==> config.mk <==
export PLATFORM = sky130hd
export DESIGN_NAME = shift32_reg_flat
export DESIGN_NICKNAME = d
export VERILOG_FILES = /design/src/rtl/shift32_pkg.sv /design/src/rtl/shift32_reg_if.sv /design/src/rtl/shift32_rshift_core.sv /design/src/rtl/shift32_reg.sv /design/src/flat_wrapper.sv
export SDC_FILE = /design/constraint.sdc
export NUM_CORES = 1
export LEC_CHECK = 0
export CORE_ASPECT_RATIO = 1.4
export CORE_MARGIN = 10
export CORE_UTILIZATION = 44
export CTS_CLUSTER_SIZE = 8
export DETAILED_ROUTE_END_ITERATION = 12
export PLACE_DENSITY = 0.79
export SYNTH_ARGS = -nofsm -noshare
export SYNTH_HDL_FRONTEND = slang
export SYNTH_SLANG_ARGS = --single-unit
export TNS_END_PERCENT = 5
==> constraint.sdc <==
create_clock -name CLK -period 2.2 [get_ports CLK]
set_clock_uncertainty 0.2 [all_clocks]
set_input_delay 0.22 -clock CLK [delete_from_list [all_inputs] [get_ports CLK]]
set_output_delay 0.22 -clock CLK [all_outputs]
set_load 0.01 [all_outputs]
==> src/rtl/shift32_pkg.sv <==
// Shared constants and helpers for the 32-bit registered logical shifter.
package shift32_pkg;

  localparam int WIDTH   = 32;
  localparam int SHAMT_W = 5;

  localparam logic DIR_LEFT  = 1'b1;
  localparam logic DIR_RIGHT = 1'b0;

  // Mirrors a word so that a right shift of the mirror acts as a left shift.
  function automatic logic [WIDTH-1:0] bit_rev(input logic [WIDTH-1:0] v);
    logic [WIDTH-1:0] r;
    r = '0;
    for (int i = 0; i < WIDTH; i++) begin
      r[i] = v[WIDTH-1-i];
    end
    return r;
  endfunction

endpackage

==> src/rtl/shift32_reg_if.sv <==
// Operand/result bundle between the ALU shift unit and its driver.
interface shift32_reg_if;

  logic [shift32_pkg::WIDTH-1:0] D;
  logic [shift32_pkg::WIDTH-1:0] S;
  logic                          LnR;
  logic [shift32_pkg::WIDTH-1:0] Y;

  modport master (output D, output S, output LnR, input Y);
  modport slave  (input D, input S, input LnR, output Y);

endinterface

==> src/rtl/shift32_rshift_core.sv <==
// Combinational logical right barrel shifter: one 2:1 mux stage per shift-amount bit.
module shift32_rshift_core
  import shift32_pkg::*;
(
  input  logic [WIDTH-1:0]   data_i,
  input  logic [SHAMT_W-1:0] shamt_i,
  output logic [WIDTH-1:0]   data_o
);

  logic [WIDTH-1:0] stage [SHAMT_W+1];

  assign stage[0] = data_i;

  for (genvar k = 0; k < SHAMT_W; k++) begin : g_stage
    localparam int DIST = 1 << k;
    logic [WIDTH-1:0] shifted;
    assign shifted      = {{DIST{1'b0}}, stage[k][WIDTH-1:DIST]};
    assign stage[k + 1] = shamt_i[k] ? shifted : stage[k];
  end

  assign data_o = stage[SHAMT_W];

endmodule

==> src/rtl/shift32_reg.sv <==
// 32-bit logical left/right shifter with zero fill and a single output register (1-cycle latency).
module shift32_reg
  import shift32_pkg::*;
(
  input  logic          CLK,
  input  logic          RST,
  shift32_reg_if.slave  bus
);

  logic [WIDTH-1:0] core_in;
  logic [WIDTH-1:0] core_out;
  logic             ovf;
  logic [WIDTH-1:0] y_d;
  logic [WIDTH-1:0] y_q;

  // Left shifts reuse the right shifter by mirroring data on the way in and out.
  assign core_in = (bus.LnR == DIR_LEFT) ? bit_rev(bus.D) : bus.D;

  shift32_rshift_core u_core (
    .data_i  (core_in),
    .shamt_i (bus.S[SHAMT_W-1:0]),
    .data_o  (core_out)
  );

  assign ovf = |bus.S[WIDTH-1:SHAMT_W];

  always_comb begin
    y_d = (bus.LnR == DIR_LEFT) ? bit_rev(core_out) : core_out;
    if (ovf) begin
      y_d = '0;
    end
  end

  always_ff @(posedge CLK) begin
    if (!RST) begin
      y_q <= '0;
    end else begin
      y_q <= y_d;
    end
  end

  assign bus.Y = y_q;

endmodule

==> src/flat_wrapper.sv <==
// flat-port wrapper written by rule: the top's interface ports become plain ports
module shift32_reg_flat import shift32_pkg::*;
  (CLK, RST, bus_D, bus_S, bus_LnR, bus_Y);
  shift32_reg_if bus_i ();
  input  logic CLK;
  input  logic RST;
  input wire logic [$bits(bus_i.D)-1:0] bus_D;
  input wire logic [$bits(bus_i.S)-1:0] bus_S;
  input wire logic [$bits(bus_i.LnR)-1:0] bus_LnR;
  output wire logic [$bits(bus_i.Y)-1:0] bus_Y;
  assign bus_i.D = bus_D;
  assign bus_i.S = bus_S;
  assign bus_i.LnR = bus_LnR;
  assign bus_Y = bus_i.Y;
  shift32_reg u_core (.CLK(CLK), .RST(RST), .bus(bus_i));
endmodule
==> flow_results.org, run 1 <==
** Global route
- GRT Resource Usage Total :: 24.7%
- The number of antenna violations at the first check in global routing was 0.
- Overall overflow remaining after global route :: 0
- First-pass GRT wire length :: 22,500 µm
- Entering global routing, the biggest net connects 21 pins.
- Vias in the first global route :: 4,268

** Clock tree
- Clock Sinks :: 32
- CTS buffer count :: 5
- Clock-pin slew was measured on the worst setup and hold paths at 0.07 ns.
- H-Tree Level Count :: 2
- Root buffer cell :: clkbuf_8
- TritonCTS built the clock tree.
- The longest clock path from root to sink contains 2 buffers.

** Yosys
- Summing every instance area after synthesis gives 3290 µm².
- Ys flop type :: dfxtp_1
- EDFF count, synth :: 0
- Async set-or-reset flop fraction in the synthesized netlist :: 0%
- Sequential cells were found to cover slightly below 20% of the synthesized design area.
- When the netlist entered floorplanning its net count stood at 412.
- Top cells by area in the synthesized netlist :: dfxtp_1, mux4_2, mux2i_1, mux2_2, o22ai_1
- Counting every instance in the synthesized netlist gives 345.
- Averaged over all synthesized cells, the footprint is 9.55 µm².
- Number of distinct library cells after synthesis :: 53
- For this run, the number of Yosys warnings is 0.
- Yosys top cell area share :: just under 20%
- Of all cell types, the one taking the most synthesized area is dfxtp_1.
- Synth Register Bits :: 32

** STA
- Final hold violation count :: 0
- Post-route worst setup slack :: 0.00173 ns
- Final setup fails :: 0
- Worst hold-check slack :: 0.287 ns
- Tightest Pin Transition :: 0.451 ns
- RSZ-0062 raised after global routing :: yes
- Summed over all failing endpoints, the final setup total negative slack is 0 ns.
- Headroom to the max-slew limit :: 69.8%
- The number of slew-limit violations in the final report was 0.
- The worst path uses approximately 100% of the clock period.
- Counting I/O delays and the setup requirement, the final critical path takes 2.20 ns.
- Timing would allow up to between 0.4 and 0.5 GHz.

** Setup path
- CP Launch Type :: input port
- Of all nets on the critical path, the largest fanout is 3.
- The critical path is of the input port to flip-flop type.
- Required time worst endpoint :: 2.17 ns
- STA classifies the critical path endpoint as a flip-flop.
- Worst path arrival time :: approximately 2.2 ns

** Die
- Floorplan Core Area :: 7310 µm²
- DIE WIDTH :: roughly 93 µm
- Overall die area :: 11,400 µm²
- Placement row count :: 37
- Once the floorplan was initialized, standard cells occupied 45.0% of the core.
- The die is 122 µm tall.
- Top-level port count :: a little under 100

** Finish
- Diode count :: 0
- The multi-input combinational cells in the finished layout cover a total of 2620 µm².
- Storage cell area :: 641 µm²
- Share of layout cells above drive strength 1 :: 42.1%
- The register with the most flip-flops in the layout has 32 of them.
- Fill count :: 531
- Leaving out fill and tap cells, the most frequent cell in the layout is buf_4.
- Nets@finish :: 617
- Layout-stage area growth over the synthesis result :: 68.9%
- Commonest cells after routing, fill and taps aside :: buf_4, clkdlybuf4s50_1, dfxtp_1

** Routing
- The count of nets left with antenna violations once routing finished came out at 0.
- After detailed routing, the average wire length per cell comes to 22.2 µm.
- Via count :: 3,989
- Drt first pass iters :: 5
- Number of vias per cell :: 6.16
- The detailed router finished its first iteration with 306 violations.
- After detailed routing, the number of remaining DRC violations is 0.
- Detailed-route wire length :: 14,400 µm

** Run status
- Result of the run :: finished clean

** Pwr
- In this run, the combinational gates consume roughly 48% of the power.
- Share of total power in sequential cells :: 25.2%
- Cell internal power was estimated by the tool at 1.56 mW.
- The analysis attributes to cell leakage a power of ~2.3 nW.
- Across the VDD grid, the largest voltage drop is 0.000285 V.
- Per report_power, the clock group accounts for 26.8% of the total.
- Proportion of total power due to net switching :: 32.0%
- In this run the power spent charging and discharging nets is 0.736 mW.
- Dividing total power by cell area gives a power density of 413 nW/µm².

** Job
- Maxcap violations :: 0

** Worst hold path
- Hold crit path type :: input port to flip-flop

** Placed design
- Post-place setup slack :: -0.627 ns
- Buffers placed on the I/O ports in this run total 98.
- After legalization and detailed placement, the total HPWL measured 11,700 µm.
- Last weighted congestion value of the routability-driven placer :: 1.04
-- critical path, cell delays in order --
cell and delay (ns):
dlygate4sd2_1 0.25, buf_4 0.14, mux2_2 0.31, mux4_2 0.57
o32ai_2 0.25, a311oi_2 0.08, mux2i_1 0.22, o22ai_1 0.12
-- cell usage after synthesis, drive strengths merged (6+ instances only) --
library cell and n:
a211oi 6, a21oi 8, a22o 9, a22oi 7, buf 16, clkbuf 11, dfxtp 32, mux2 22
mux2i 40, mux4 25, nand2 33, nand3 13, nor2 28, nor3 8, nor4 6, o21ai 8
o22ai 21, o32ai 6
-- kinds of logic after synthesis --
kind of cell    Yosys count  synth area share, %
buf+inv                  32                 7.37
mux                      87                 37.8
flops                    32                 19.5
simple gates            101                 13.9
compound gates           92                 21.2
xor+xnor                  1                0.266
-- metal layers --
metal	part of all wire, %	up-vias	wire length [µm]	track usage, %
met2	53	197	7690	47.0
met1	36	1941	5170	24.9
met5	0	-	0	0
met3	4.7	61	674	2.69
li1	-	1790	-	-
met4	5.9	0	845	15.4
-- final timing paths --
| kind | startpoint | endpoint | cells past startpoint |
|---|---|---|---|
| worst max-delay path | bus_D[23] | u_core.bus.Y[31]$_SDFF_PP0_ | 8 |
| worst min-delay path | bus_LnR | u_core.bus.Y[31]$_SDFF_PP0_ | 4 |
-- area by class of cell --
cell class	instances	area share (%)
Multi-Input combinational cell	281	47.1
Sequential cell	32	11.5
Clock inverter	1	0.540
Clock buffer	7	1.73
Inverter	5	0.337
Timing Repair Buffer	225	36.6
Tap cell	97	2.18
-- power groups by stage --
stage	logic, mW	clock network, mW	registers, mW
3_5_place_dp	0.987	0	0.592
6_report	1.10	0.615	0.579
3_3_place_gp	0.972	0	0.592
4_1_cts	1.06	0.610	0.579
5_1_grt	1.16	0.633	0.579
2_1_floorplan	0.498	0	0.592
-- what timing repair did --
action | in CTS | in global routing
pin swaps | 14 | 5
setup buffers | 5 | 0
cloned | 2 | 0
gates resized for setup | 69 | 20
hold endpoints to repair | 0 | 0
setup endpoints to repair | 32 | 28
hold buffers | 0 | 0
-- stage by stage --
step                utilization, %  cells  area (µm²)  power (mW)
floorplan                        -    345        3290        1.09
detailed placement            70.3    633        5140        1.58
global placement              70.3    633        5140        1.56
CTS                           75.2    648        5500        2.25
finish                        76.0    648        5560        2.30
global route                  76.0    648        5560        2.37
Power figures use the tool's default switching activity.
==> run 2: changes to the inputs <==
--- a/config.mk
+++ b/config.mk
@@ -10,6 +10,7 @@
 export CORE_UTILIZATION = 44
 export CTS_CLUSTER_SIZE = 8
 export DETAILED_ROUTE_END_ITERATION = 12
+export MAX_ROUTING_LAYER = met4
 export PLACE_DENSITY = 0.79
 export SYNTH_ARGS = -nofsm -noshare
 export SYNTH_HDL_FRONTEND = slang
==> run 2 against run 1 <==
Total power decreased by 6.4%. Via count increased by 0.25%. Largest power group unchanged. Critical path type unchanged. Largest cell class unchanged. Final cell count increased by 0.46%.
==> flow_results.org, run 2 (synthesis results as in run 1) <==
** Global route
- For this run, the total global-route usage over all layers was measured as 24.8%.
- The number of antenna violations at the first check in global routing was 0.
- First-pass GRT wire length :: 21,800 µm
- Summed over all layers, the global routing overflow is 0.
- The via count of the first global-routing pass is 4,111.
- Entering global routing, the biggest net connects 21 pins.

** Setup path
- The critical path starts at bus_LnR.
- CP Launch Type :: input port
- Capturing element type of the critical path :: flip-flop
- Worst path arrival time :: roughly 2.1 ns
- Cell chain of the critical path :: buf_12 -> buf_12 -> buf_4 -> mux2_2 -> mux4_2 -> nor2b_4 -> a21oi_2 -> o211ai_1 -> a22o_1
- The slowest stage of the critical path belongs to the cell mux4_2.
- Required time worst endpoint :: 2.17 ns
- The critical path runs through a total of 9 cells.
- Buf/Inv on CP :: 3
- Largest fanout on the critical path :: 12
- Worst stage delay on the critical path :: 0.55 ns
- The most numerous cell type found on the critical path is buf_12.
- Class of the most critical setup path :: input port to flip-flop
- Crit-path leading delay family :: multiplexers

** Pwr
- The analysis attributes to cell leakage a power of 2.33 nW.
- Share of total power in sequential cells :: 26.9%
- Across the VDD grid, the largest voltage drop is roughly 0.00028 V.
- Pwr Density :: 391 nW/µm²
- Int Pwr :: 1.43 mW
- In this run, the combinational gates consume 50.5% of the power.
- After layout, the design draws a total of 2.15 mW.
- In this run the power spent charging and discharging nets is 0.719 mW.
- Proportion of total power due to net switching :: roughly a third
- The share of total power dissipated in the clock network is 22.6%.

** Finish
- Finished layout cell area :: 5510 µm²
- Largest register FFs :: 32
- Compared with the post-synthesis result, the final layout area differs by 67.2%.
- Excluding fillers, the count of instances in the completed layout stands at 651.
- Commonest cells after routing, fill and taps aside :: buf_4, clkdlybuf4s50_1, mux2i_1, nand2_1, dfxtp_1
- Diode count :: 0
- The library cell used most frequently in the layout, excluding fill and tap cells, is buf_4.
- Cells with a size suffix above 1 make up 40.1% of the layout.
- Cells fill between 70% and 80% of the core in the end.
- After the last flow step, the layout net total stands at 621.

** Die
- For this configuration, the core starts out at a cell density of 45.0%.
- The floorplan step defined a die boundary enclosing ~11,000 µm².
- DIE WIDTH :: ~93 µm
- In this run the core area contains 37 standard-cell rows.
- Top-level port count :: 99
- Die height :: 122 µm
- Floorplan Core Area :: ~7300 µm²

** Placed design
- Port Buffer Count :: 98
- Timing analysis after detailed placement gives a worst setup slack of -0.574 ns.
- Summed over all nets, the half-perimeter wirelength after detailed placement is between 10,000 and 15,000 µm.
- In this run, placement finished with an instance count of 628.
- The congestion estimate from routability-driven global placement came to between 1 and 1.5.
- Summing all placed instances gives a cell area of 5090 µm².

** Routing
- DRC errors left :: 0
- In this run, the number of DRC markers left after iteration 0 of detailed routing was 324.
- For this run, the detailed router's first-pass iteration total came to 5.
- In the final routed layout, each cell accounts on average for 22.3 µm.
- Dividing the detail-routed via count by the number of cells gives approximately 6.1.
- Detailed-route wire length :: roughly 14,000 µm
- In this run the remaining antenna-violating nets after routing total 0.
- Via count :: 3,999

** STA
- Tightest Pin Transition :: 0.465 ns
- Subtracting the final worst setup slack from the clock period gives roughly 2.2 ns.
- Post-route worst setup slack :: 0.0429 ns
- Across all hold checks on the routed design, the worst slack comes to 0.318 ns.
- Setup violations remaining at the end of the flow were counted as 0.
- Setup repair after global routing could not meet its margin everywhere.
- Period utilisation layout :: around 98%
- The hold violation count in the final report is 0.
- Total Negative Setup Slacks :: 0 ns
- The number of slew-limit violations in the final report was 0.
- Headroom to the max-slew limit came out at 68.7%.
- Achievable frequency :: 0.464 GHz

** Clock tree
- The longest clock path from root to sink contains 2 buffers.
- Clock Sinks :: 32
- The tree is rooted in a clkbuf_8.
- After clock tree synthesis, the clock-pin slew on the worst setup and hold paths is 0.06 ns.
- Clock tree from TritonCTS :: done
- CTS buffer count :: 5
- The H-tree was split into 2 levels.
- Post-CTS Hold Buffers :: 0

** Worst hold path
- Number of cells on the worst hold path :: 5
- The path with the worst hold slack has its endpoint at u_core.bus.Y[31]$_SDFF_PP0_.
- Hold path startpoint :: bus_LnR
- Hold crit path type :: input port to flip-flop

** Run status
- The run finished with clean final reports.

** Job
- Maxcap violations :: 0
==> run 2: cell count changes in the layout (fill, tap and decap cells not counted), moves of 2 or more <==
cell,previous run,this run
nand2_1,30,32
buf_6,3,1
a31oi_2,3,1
mux2i_1,30,32
nand2_2,3,1
nor2_2,4,0
buf_4,117,122
nor2_1,24,27
==> run 2: layout make-up <==
cell class	count	area, µm²
tap	97	121
clock buffer	7	96.3
sequential	32	641
multi-input combinational	281	2570
fill	549	1810
timing repair buffer	229	2060
inverter	5	18.8
==> run 2: routing by layer <==
layer  vias up  track usage, %  routed length, µm  part of all wire (%)
met5         -               -                  0                     0
met1      1937            24.0               5100                    35
met2       203            47.0               7790                    54
met3        57            1.89                692                   4.8
met4         0            14.2                910                   6.3
li1       1802               -                  -                     -
==> run 2: power groups by stage <==
stage	combinational (mW)	sequential, mW	clock (mW)
3_3_place_gp	0.957	0.592	0
3_5_place_dp	0.973	0.592	0
5_1_grt	1.14	0.579	0.505
2_1_floorplan	0.498	0.592	0
6_report	1.09	0.579	0.485
4_1_cts	1.03	0.579	0.487
==> run 2: worst max path at each step <==
stage / end / slack [ns]
floorplan: u_core.bus.Y[31]$_SDFF_PP0_ / -0.03
CTS: u_core.bus.Y[11]$_SDFF_PP0_ / -0.003
finish: u_core.bus.Y[4]$_SDFF_PP0_ / 0.04
global placement: u_core.bus.Y[11]$_SDFF_PP0_ / -0.64
global route: u_core.bus.Y[20]$_SDFF_PP0_ / -0.01
detailed placement: u_core.bus.Y[11]$_SDFF_PP0_ / -0.57
==> run 2: what timing repair did <==
action,4_1_cts,5_1_grt
resized for setup,56,22
endpoints found under the setup margin,32,30
gates cloned,1,1
pin swaps,13,6
buffers inserted,10,4
